File: src/rtl/mul_pkg.sv
// Shared types and helpers for the sequential shift-add multiplier.
package mul_pkg;

    typedef enum logic [1:0] {
        IDLE = 2'd0,
        BUSY = 2'd1,
        DONE = 2'd2
    } mul_state_e;

    // Width of a down-counter that must hold the value n.
    function automatic int cnt_width(input int n);
        return $clog2(n + 1);
    endfunction

endpackage

File: src/rtl/ripple_carry.sv
// N-bit ripple-carry adder: o_o/c_o = a_i + b_i + c_i.
module ripple_carry #(
    parameter int N = 8
) (
    input  logic [N-1:0] a_i,
    input  logic [N-1:0] b_i,
    input  logic         c_i,
    output logic [N-1:0] o_o,
    output logic         c_o
);

    logic [N:0] carry;

    assign carry[0] = c_i;

    for (genvar i = 0; i < N; i++) begin : g_bit
        assign o_o[i]       = a_i[i] ^ b_i[i] ^ carry[i];
        assign carry[i + 1] = (a_i[i] & b_i[i]) | (carry[i] & (a_i[i] ^ b_i[i]));
    end

    assign c_o = carry[N];

endmodule

File: src/rtl/shift_add_multiplier.sv
// Sequential unsigned N x N -> 2N shift-add multiplier with valid/ready handshakes.
// Optional early termination when SHIFT_ADD_MUL_EARLY_TERM_EN is defined.
module shift_add_multiplier
    import mul_pkg::*;
#(
    parameter int N = 8
) (
    input  logic           clk_i,
    input  logic           rst_i,
    input  logic           in_valid_i,
    output logic           in_ready_o,
    input  logic [N-1:0]   a_i,
    input  logic [N-1:0]   b_i,
    output logic           out_valid_o,
    input  logic           out_ready_i,
    output logic [2*N-1:0] p_o
);

    localparam int CW = cnt_width(N);

    mul_state_e     state_q;
    logic [N-1:0]   mcand_q;
    logic [2*N-1:0] acc_q;
    logic [CW-1:0]  cnt_q;
    logic           in_ready_q;
    logic           out_valid_q;
    logic [2*N-1:0] p_q;

    logic [N-1:0]   add_b;
    logic [N-1:0]   add_sum;
    logic           add_co;
    logic [2*N-1:0] acc_d;
    logic           last_d;

    assign add_b = acc_q[0] ? mcand_q : '0;

    ripple_carry #(.N(N)) u_adder (
        .a_i (acc_q[2*N-1:N]),
        .b_i (add_b),
        .c_i (1'b0),
        .o_o (add_sum),
        .c_o (add_co)
    );

`ifdef SHIFT_ADD_MUL_EARLY_TERM_EN
    logic [N-1:0] rem_mask;
    logic         early_done;

    // Only the low cnt_q bits of acc still hold unprocessed multiplier bits.
    always_comb begin
        rem_mask = '0;
        for (int i = 0; i < N; i++) begin
            rem_mask[i] = (CW'(i) < cnt_q);
        end
        early_done = ((acc_q[N-1:0] & rem_mask) == '0);
    end
`endif

    // NOTE: every always_comb output gets a default first so no path leaves it unassigned (no latch).
    always_comb begin
        acc_d  = {add_co, add_sum, acc_q[N-1:1]};
        last_d = (cnt_q == CW'(1));
`ifdef SHIFT_ADD_MUL_EARLY_TERM_EN
        // Remaining steps would all add zero, so collapse them into one shift.
        if (early_done) begin
            acc_d  = acc_q >> cnt_q;
            last_d = 1'b1;
        end
`endif
    end

    // NOTE: sequential state uses non-blocking assignments so every register samples pre-edge values.
    always_ff @(posedge clk_i) begin
        if (rst_i) begin
            state_q     <= IDLE;
            mcand_q     <= '0;
            acc_q       <= '0;
            cnt_q       <= '0;
            in_ready_q  <= 1'b1;
            out_valid_q <= 1'b0;
            p_q         <= '0;
        end else begin
            case (state_q)
                IDLE: begin
                    if (in_valid_i && in_ready_q) begin
                        mcand_q    <= a_i;
                        acc_q      <= {{N{1'b0}}, b_i};
                        cnt_q      <= CW'(N);
                        in_ready_q <= 1'b0;
                        state_q    <= BUSY;
                    end
                end
                BUSY: begin
                    acc_q <= acc_d;
                    cnt_q <= cnt_q - CW'(1);
                    if (last_d) begin
                        p_q         <= acc_d;
                        out_valid_q <= 1'b1;
                        state_q     <= DONE;
                    end
                end
                DONE: begin
                    if (out_ready_i) begin
                        p_q         <= '0;
                        out_valid_q <= 1'b0;
                        in_ready_q  <= 1'b1;
                        state_q     <= IDLE;
                    end
                end
                default: begin
                    state_q     <= IDLE;
                    mcand_q     <= '0;
                    acc_q       <= '0;
                    cnt_q       <= '0;
                    in_ready_q  <= 1'b1;
                    out_valid_q <= 1'b0;
                    p_q         <= '0;
                end
            endcase
        end
    end

    assign in_ready_o  = in_ready_q;
    assign out_valid_o = out_valid_q;
    assign p_o         = p_q;

endmodule

File: config.mk
export PLATFORM = sky130hd
export DESIGN_NAME = shift_add_multiplier
export DESIGN_NICKNAME = d
export VERILOG_FILES = /design/src/rtl/mul_pkg.sv /design/src/rtl/ripple_carry.sv /design/src/rtl/shift_add_multiplier.sv
export SDC_FILE = /design/constraint.sdc
export NUM_CORES = 1
export LEC_CHECK = 0
export BUFFER_PORTS_ARGS = -buffer_cell sky130_fd_sc_hd__buf_2
export CELL_PAD_IN_SITES_DETAIL_PLACEMENT = 0
export CELL_PAD_IN_SITES_GLOBAL_PLACEMENT = 2
export CORE_UTILIZATION = 34
export CTS_CLUSTER_SIZE = 30
export DETAILED_ROUTE_END_ITERATION = 8
export PLACE_DENSITY = 0.86
export SLEW_MARGIN = 40
export SYNTH_ARGS = -nofsm -noshare
export SYNTH_HDL_FRONTEND = slang
export SYNTH_SLANG_ARGS = --single-unit
File: constraint.sdc
create_clock -name clk_i -period 4.2 [get_ports clk_i]
set_clock_uncertainty 0.1 [all_clocks]
set_input_delay 0.84 -clock clk_i [delete_from_list [all_inputs] [get_ports clk_i]]
set_output_delay 0.84 -clock clk_i [all_outputs]
set_load 0.05 [all_outputs]
==> impl_metrics.csv, run 1 <==
group,metric,value,unit
worst_setup_path,path_cells,"and2_1, ha_1, inv_1, fa_1, fa_1, fa_1, fa_1, fa_1, inv_1, fa_1, fa_1, nand4b_1, a21oi_1",
grt,grt_pass1_wl,9.087,mm
yosys,netlist_area,2466,µm²
finish,areaGrowthSynthToFinish,12.84,%
grt,grt_pass1_vias,1782,
worst_setup_path,reg2reg_to,"acc_q[14]",
worst_setup_path,crit_cells,13,
grt,antenna_found_initial,0,
pwr,seqPwrFrac,36.6,%
finish,diodes,0,
pwr,clkPwrFrac,18.0,%
die,die_area,7598,µm²
flow_run,maxCapViolCount,0,
die,ios,38,
cts,clk_pin_slew_worst_paths,0.09,ns
cts,cts_buffer_depth,2,
worst_setup_path,rr_startpoint,"acc_q[0]",
drt,drcViolationCount,0,
sta,slew_violations,0,
placed_design,dp_hpwl,3.543,mm
worst_hold_path,whs_path_depth,2,
worst_setup_path,cp_num_buf_inv,2,
worst_setup_path,worstPathArrival,3.85,ns
worst_setup_path,crit_start,"acc_q[0]",
yosys,synth.largest_area_cell,"dfxtp_1",
sta,tightest_slew,0.6065,ns
cts,numCtsBuffers,5,
sta,slew_headroom,59.57,%
grt,gr-total-overflow,0,
finish,drive_gt1_share,19.44,%
sta,fmax,0.2645,GHz
pwr,p_sw,0.6815,mW
drt,wirelength,5.424,mm
yosys,yosysSeqAreaShare,38.96,%
grt,grt_util_all_layers,15.36,%
yosys,yosys_warnings,0,
worst_setup_path,worstPathMaxFanout,9,
yosys,syn_nets,301,
die,die_y,87.17,µm
finish,final_common_cell,"dfxtp_1",
worst_setup_path,crit_required,4.27,ns
worst_setup_path,rr_worst_depth,13,
worst_setup_path,path_class,"reg2reg",
worst_hold_path,min_path_type,"reg2reg",
finish,layout_common_cells,"48 x dfxtp_1, 36 x buf_2, 28 x o21ai_0, 26 x a21oi_1",
grt,grt_max_degree,65,
worst_setup_path,endpoint_kind,"register",
pwr,combPwrFrac,45.4,%
yosys,synth_cell_types,34,
worst_setup_path,slowest_stage,"dfxtp_1",
die,initial_core_util,35.71,%
pwr,power.density,596.6,nW/µm²
placed_design,dpl_worst_slack,0.4317,ns
die,core_area,6907,µm²
outcome,status,"finished, final reports clean",
yosys,yosys.area.top_type_share,38.96,%
cts,ctsHoldBuffers,0,
yosys,async_flop_share,0,%
die,fp-row-count,30,
cts,cts_max_level,2,
worst_setup_path,cp_top_family,"adder cells",
worst_setup_path,worst-r2r-setup-slack,0.42,ns
placed_design,routabilityCongestion,0.7554,
cts,post_cts_buffers,0,
sta,rsz0062_at_grt,"false",
cts,cts_tree,"yes",
pwr,leakage,1.057,nW
yosys,synth_top_cells_by_area,"dfxtp_1 39%, mux2i_1 6.5%, fa_1 5.7%",
sta,setup_ws,0.4196,ns
pwr,p_sw_share,41.05,%
die,die_width,87.17,µm
pwr,ir_drop,0.0004366,V
worst_setup_path,startpoint_type,"register",
sta,finalCritPeriodShare,90.01,%
worst_setup_path,worst_path_largest_cell_delay,0.44,ns
cts,cts_sinks,48,
drt,ant_nets,0,
yosys,ys_ff_latch,48,
placed_design,port_buffers,37,
cts,cts_root_buf,"clkbuf_8",
drt,vias,1963,
yosys,synth_flop_cell,"dfxtp_1",
drt,viasPerCell,5.112,
yosys,avgSynthCellArea,9.202,µm²
finish,fin_nets,321,
cts,cts_resized,0,
worst_setup_path,crit_top_cell,"fa_1",
sta,finalCriticalPeriod,3.780,ns
drt,wl_per_cell,14.13,µm
sta,setup_viol_count_final,0,
sta,setup_tns,0,ns
worst_setup_path,crit_end,"acc_q[14]",
drt,drt_pass1_iterations,4,
yosys,synth-edff-count,0,
yosys,synth_cells,268,
cts,clock_latency,0.30,ns
sta,hold_viol,0,
pwr,internal_power,0.9785,mW
drt,first_iter_violations,100,
sequential cells by signal (all words and copies together), names as in the netlist:
name         count
acc_q           16
mcand_q          8
p_o             16
cnt_q            4
in_ready_o       1
out_valid_o      1
state_q          2
cells in the mapped netlist, types with 2 or more instances:
| cell type | instances |
|---|---|
| a211o_1 | 2 |
| a211oi_1 | 4 |
| a21oi_1 | 26 |
| a22oi_1 | 8 |
| and2_1 | 3 |
| buf_2 | 2 |
| clkbuf_1 | 22 |
| dfxtp_1 | 48 |
| fa_1 | 7 |
| ha_1 | 6 |
| inv_1 | 15 |
| mux2i_1 | 16 |
| nand2_1 | 6 |
| nand2b_1 | 16 |
| nand3b_1 | 12 |
| nand4b_1 | 11 |
| nor3_1 | 2 |
| o21ai_0 | 28 |
| or3_1 | 13 |
| or4_1 | 7 |
power by group through the flow:
stage	Combinational (mW)	Clock (mW)	Sequential (mW)
2_1_floorplan	0.594	0	0.633
3_3_place_gp	0.729	0	0.614
3_5_place_dp	0.752	0	0.618
4_1_cts	0.754	0.309	0.608
5_1_grt	0.832	0.328	0.623
6_report	0.753	0.299	0.608
per-layer routing:
layer	GRT usage (%)	wire length (µm)
met5	0	0
met4	4.918	71
met3	3.602	193
met2	21.55	2274
met1	22.99	2884
layout make-up:
| class | instances | area [µm²] |
|---|---|---|
| inverter | 15 | 56.30 |
| fill | 731 | 4124 |
| tap | 96 | 120.1 |
| timing repair buffer | 39 | 210.2 |
| sequential | 48 | 960.9 |
| multi-input combinational | 179 | 1339 |
| clock buffer | 7 | 96.34 |
through the flow:
step           util [%]  std cells  area (µm²)  hold slack [ns]  power (mW)
4_1_cts           40.29        384        2783           0.3724       1.670
5_1_grt           40.29        384        2783           0.3919       1.784
6_report          40.29        384        2783           0.3695       1.660
2_1_floorplan         -        268        2466           0.3446       1.228
3_3_place_gp      38.55        376        2663           0.3512       1.343
3_5_place_dp      38.89        377        2686           0.3518       1.370
tightest hold or removal path: stages (launching register included):
cell	delay, ns
dfxtp_1	0.32
inv_1	0.04
a211oi_1	0.06
worst min-delay path by stage:
stage                      from     endpoint
floorplan            mcand_q[6]   mcand_q[6]
global placement    out_valid_o  out_valid_o
detailed placement  out_valid_o  out_valid_o
CTS                 out_valid_o  out_valid_o
global route             p_o[5]       p_o[5]
finish              out_valid_o  out_valid_o
cell families after synthesis:
family	Yosys count	synth area share, %
buf+inv	41	7.306
mux	16	6.494
flops	48	38.96
simple gates	76	21.01
compound gates	74	17.50
fa+ha+maj	13	8.726
Note: power is estimated with default switching activity, not from simulation.
==> run 2: changes to the inputs <==
--- a/config.mk
+++ b/config.mk
@@ -11,7 +11,7 @@
 export CORE_UTILIZATION = 34
 export CTS_CLUSTER_SIZE = 30
 export DETAILED_ROUTE_END_ITERATION = 8
-export PLACE_DENSITY = 0.86
+export PLACE_DENSITY = 0.8
 export SLEW_MARGIN = 40
 export SYNTH_ARGS = -nofsm -noshare
 export SYNTH_HDL_FRONTEND = slang
==> run 2 against run 1 <==
  * Wire length grew 0.74%
  * Worst setup slack better by 0.020 ns
  * Register-to-register slack better by 0.02 ns
  * Via count fell by 1.1%
  * Critical path depth unchanged
  * Largest cell class unchanged
  * Highest routed layer unchanged
==> impl_metrics.csv, run 2 (synthesis gave the netlist of run 1 again) <==
group,metric,value,unit
outcome,status,"finished, final reports clean",
finish,areaGrowthSynthToFinish,14.00,%
pwr,p_sw,0.6962,mW
worst_setup_path,worstPathArrival,3.83,ns
worst_setup_path,slowest_stage,"dfxtp_1",
worst_setup_path,worst-r2r-setup-slack,0.44,ns
cts,cts_max_level,2,
placed_design,dpl_worst_slack,0.4119,ns
drt,drt_pass1_iterations,7,
drt,vias,1941,
pwr,ir_drop,0.0003933,V
cts,ctsHoldBuffers,0,
grt,grt_pass1_wl,8.838,mm
finish,drive_gt1_share,19.31,%
placed_design,dp_hpwl,3.435,mm
sta,setup_tns,0,ns
cts,cts_buffer_depth,2,
pwr,p_sw_share,40.52,%
pwr,combPwrFrac,45.0,%
grt,grt_util_all_layers,15.12,%
drt,drcViolationCount,0,
cts,post_cts_buffers,0,
worst_setup_path,crit_top_cell,"fa_1",
cts,cts_sinks,48,
drt,ant_nets,0,
sta,tightest_slew,0.5977,ns
worst_setup_path,path_cells,"and2_1, ha_1, inv_1, fa_1, fa_1, fa_1, fa_1, fa_1, inv_1, fa_1, fa_1, nand4b_1, a21oi_1",
sta,fmax,0.2659,GHz
cts,numCtsBuffers,5,
sta,slew_violations,0,
die,core_area,6907,µm²
sta,hold_viol,0,
grt,grt_max_degree,65,
drt,first_iter_violations,103,
cts,clock_latency,0.30,ns
pwr,power.density,611.2,nW/µm²
worst_setup_path,worst_path_largest_cell_delay,0.44,ns
die,die_area,7598,µm²
drt,viasPerCell,5.028,
worst_hold_path,min_path_type,"reg2reg",
placed_design,port_buffers,37,
die,initial_core_util,35.71,%
pwr,clkPwrFrac,19.7,%
finish,fin_nets,322,
die,die_y,87.17,µm
cts,cts_root_buf,"clkbuf_8",
placed_design,routabilityCongestion,0.7664,
pwr,seqPwrFrac,35.3,%
flow_run,maxCapViolCount,0,
worst_setup_path,endpoint_kind,"register",
sta,setup_ws,0.4397,ns
pwr,leakage,1.074,nW
placed_design,place_area,2704,µm²
grt,antenna_found_initial,0,
cts,clk_pin_slew_worst_paths,0.09,ns
die,fp-row-count,30,
drt,wirelength,5.464,mm
grt,grt_pass1_vias,1756,
sta,finalCritPeriodShare,89.53,%
die,die_width,87.17,µm
worst_setup_path,path_class,"reg2reg",
sta,setup_viol_count_final,0,
sta,rsz0062_at_grt,"false",
cts,cts_resized,0,
pwr,internal_power,1.022,mW
cts,cts_tree,"yes",
die,ios,38,
sta,slew_headroom,60.15,%
drt,wl_per_cell,14.16,µm
finish,layout_common_cells,"48 x dfxtp_1, 36 x buf_2, 28 x o21ai_0, 26 x a21oi_1",
worst_setup_path,startpoint_type,"register",
finish,final_area,2811,µm²
sta,finalCriticalPeriod,3.760,ns
finish,final_common_cell,"dfxtp_1",
grt,gr-total-overflow,0,
worst_setup_path,worstPathMaxFanout,9,
finish,diodes,0,
worst_setup_path,crit_required,4.27,ns
==> run 2: metrics by stage <==
step | utilization (%) | power [mW] | std cells | hold slack, ns
finish | 40.71 | 1.718 | 386 | 0.3611
global route | 40.71 | 1.833 | 386 | 0.3852
CTS | 40.71 | 1.728 | 386 | 0.3675
detailed placement | 39.15 | 1.388 | 378 | 0.3508
global placement | 38.66 | 1.351 | 377 | 0.3518
floorplan | - | 1.228 | 268 | 0.3446
==> run 2: metal layers <==
layer / track usage, % / part of all wire, % / vias to the layer above
met1: 22.27 / 54 / 913
met4: 4.024 / 0.92 / 0
li1: - / - / 994
met3: 4.171 / 3.3 / 5
met5: 0 / 0 / -
met2: 21.55 / 42 / 29
==> run 2: layout make-up <==
cell class	instances	area (µm²)
Fill cell	727	4095
Multi-Input combinational cell	179	1336
Sequential cell	48	960.9
Timing Repair Buffer	40	230.2
Tap cell	96	120.1
Clock buffer	6	72.57
Inverter	15	56.30
Clock inverter	2	35.03
==> run 2: power by group through the flow <==
stage / clock network (mW) / registers, mW / logic, mW
final: 0.338 / 0.606 / 0.773
after detailed placement: 0 / 0.616 / 0.772
after CTS: 0.343 / 0.606 / 0.779
after floorplan: 0 / 0.633 / 0.594
after global routing: 0.363 / 0.616 / 0.854
after global placement: 0 / 0.616 / 0.736
==> run 2: worst paths after layout <==
kind | from | endpoint | cells past startpoint
max | acc_q[0] | acc_q[14] | 13
min reg2reg | out_valid_o | out_valid_o | 2
min | out_valid_o | out_valid_o | 2
max reg2reg | acc_q[0] | acc_q[14] | 13
==> run 2: worst max-delay path, delay by kind of cell, from the launching register on <==
kind,cells,cell delay [ns]
AOI/OAI and AO/OA,1,0.07
adders and majority gates,8,2.64
buffers and inverters,2,0.12
DFF,1,0.44
and+or+nand+nor,2,0.27
==> run 3: changes to the inputs <==
--- a/config.mk
+++ b/config.mk
@@ -8,10 +8,10 @@
 export BUFFER_PORTS_ARGS = -buffer_cell sky130_fd_sc_hd__buf_2
 export CELL_PAD_IN_SITES_DETAIL_PLACEMENT = 0
 export CELL_PAD_IN_SITES_GLOBAL_PLACEMENT = 2
-export CORE_UTILIZATION = 34
+export CORE_UTILIZATION = 37
 export CTS_CLUSTER_SIZE = 30
 export DETAILED_ROUTE_END_ITERATION = 8
-export PLACE_DENSITY = 0.8
+export PLACE_DENSITY = 0.86
 export SLEW_MARGIN = 40
 export SYNTH_ARGS = -nofsm -noshare
 export SYNTH_HDL_FRONTEND = slang
==> constraint.sdc (replaced) <==
create_clock -name clk_i -period 4.52 [get_ports clk_i]
set_clock_uncertainty 0.1 [all_clocks]
set_input_delay 0.904 -clock clk_i [delete_from_list [all_inputs] [get_ports clk_i]]
set_output_delay 0.904 -clock clk_i [all_outputs]
set_load 0.05 [all_outputs]
==> run 3 against run 2 <==
  * Utilization up 2.7 points
  * Register-to-register slack improved by 0.25 ns
  * Clock power shrank 9.2%
  * Cell count is 4.9% lower
  * Die area is 7.9% lower
  * Clock-buffer cell count stayed put
  * Sequential share of layout area grew 0.45 points
  * Global-route usage rose by 0.51 points
  * Sequential power fell by 7.1%
==> impl_metrics.csv, run 3 (synthesis gave the netlist of run 1 again) <==
group,metric,value,unit
pwr,p_sw_share,40.25,%
sta,slew_violations,0,
grt,grt_pass1_vias,1747,
sta,slew_headroom,60.52,%
worst_hold_path,min_path_type,"reg2reg",
placed_design,dp_cells,359,
drt,viasPerCell,5.411,
cts,cts_buffer_depth,2,
cts,cts_resized,0,
finish,diodes,0,
grt,gr-total-overflow,0,
die,initial_core_util,38.62,%
cts,numCtsBuffers,5,
worst_setup_path,worstPathArrival,3.90,ns
pwr,p_sw,0.6319,mW
finish,fin_nets,322,
sta,setup_ws,0.6912,ns
worst_setup_path,path_class,"reg2reg",
grt,antenna_found_initial,0,
drt,drcViolationCount,0,
cts,clk_pin_slew_worst_paths,0.09,ns
die,die_width,83.64,µm
pwr,leakage,1.069,nW
pwr,seqPwrFrac,35.9,%
die,ios,38,
finish,layout_common_cells,"48 x dfxtp_1, 36 x buf_2, 28 x o21ai_0, 26 x a21oi_1",
cts,cts_tree,"yes",
pwr,ir_drop,0.0004588,V
grt,grt_util_all_layers,15.64,%
sta,fmax,0.2612,GHz
cts,cts_root_buf,"clkbuf_8",
pwr,combPwrFrac,44.6,%
sta,setup_viol_count_final,0,
sta,rsz0062_at_grt,"false",
sta,hold_viol,0,
cts,cts_sinks,48,
cts,clock_latency,0.30,ns
worst_setup_path,crit_required,4.59,ns
flow_run,maxCapViolCount,0,
finish,final_area,2775,µm²
pwr,power.density,565.7,nW/µm²
pwr,clkPwrFrac,19.5,%
die,fp-row-count,29,
placed_design,dpl_worst_slack,0.7223,ns
sta,finalCritPeriodShare,84.71,%
placed_design,port_buffers,37,
drt,drt_pass1_iterations,4,
drt,vias,1986,
placed_design,routabilityCongestion,0.7622,
grt,grt_max_degree,65,
sta,tightest_slew,0.5921,ns
cts,post_cts_buffers,0,
drt,wirelength,5.354,mm
outcome,status,"finished, final reports clean",
grt,grt_pass1_wl,8.818,mm
sta,finalCriticalPeriod,3.829,ns
worst_setup_path,worstPathMaxFanout,9,
die,die_y,83.64,µm
pwr,internal_power,0.9381,mW
placed_design,dp_hpwl,3.504,mm
sta,setup_tns,0,ns
cts,ctsHoldBuffers,0,
drt,ant_nets,0,
die,core_area,6386,µm²
worst_setup_path,endpoint_kind,"register",
finish,drive_gt1_share,19.31,%
worst_setup_path,startpoint_type,"register",
finish,fin_cells,367,
cts,cts_max_level,2,
finish,final_common_cell,"dfxtp_1",
placed_design,place_area,2668,µm²
die,die_area,6996,µm²
finish,fin_util,43.46,%
finish,areaGrowthSynthToFinish,12.53,%
drt,first_iter_violations,97,
drt,wl_per_cell,14.59,µm
-- run 3: cell counts in the layout (fill, tap and decap cells not counted) --
No cell type changed its count.
-- run 3: cell type report --
class | count | area, µm²
multi-input combinational | 179 | 1336
inverter | 15 | 56.30
tap | 77 | 96.34
clock buffer | 6 | 72.57
sequential | 48 | 960.9
clock inverter | 2 | 35.03
timing repair buffer | 40 | 217.7
fill | 657 | 3611
-- run 3: metrics by stage --
| stage | total power [mW] | hold WS (ns) |
|---|---|---|
| 2_1_floorplan | 1.141 | 0.3446 |
| 3_3_place_gp | 1.260 | 0.3528 |
| 3_5_place_dp | 1.276 | 0.3550 |
| 4_1_cts | 1.584 | 0.3700 |
| 5_1_grt | 1.681 | 0.3965 |
| 6_report | 1.570 | 0.3660 |
-- run 3: power groups by stage --
| stage | sequential [mW] | combinational [mW] | clock [mW] |
|---|---|---|---|
| finish | 0.563 | 0.701 | 0.307 |
| detailed placement | 0.573 | 0.703 | 0 |
| global placement | 0.572 | 0.689 | 0 |
| global route | 0.574 | 0.774 | 0.333 |
| CTS | 0.563 | 0.705 | 0.316 |
| floorplan | 0.588 | 0.552 | 0 |
-- run 3: metal layers --
layer	track usage, %	wire, µm	vias to the layer above
li1	-	-	995
met1	22.91	2692	945
met2	23.43	2382	40
met3	3.066	217	6
met4	4.160	62	0
met5	0	0	-
-- run 3: path summary, 6_finish.rpt --
check,depth (start not counted),slack (ns),from,to
hold reg to reg,2,0.37,out_valid_o,out_valid_o
setup reg to reg,13,0.69,acc_q[0],acc_q[14]
hold / removal,2,0.37,out_valid_o,out_valid_o
setup / recovery,13,0.69,acc_q[0],acc_q[14]
-- run 3: worst max-delay path, cell delays in order (launching register included) --
cell and delay (ns):
dfxtp_1 0.45, and2_1 0.18, ha_1 0.15, inv_1 0.05, fa_1 0.38, fa_1 0.39
fa_1 0.39, fa_1 0.39, fa_1 0.36, inv_1 0.07, fa_1 0.17, fa_1 0.44
nand4b_1 0.11, a21oi_1 0.07
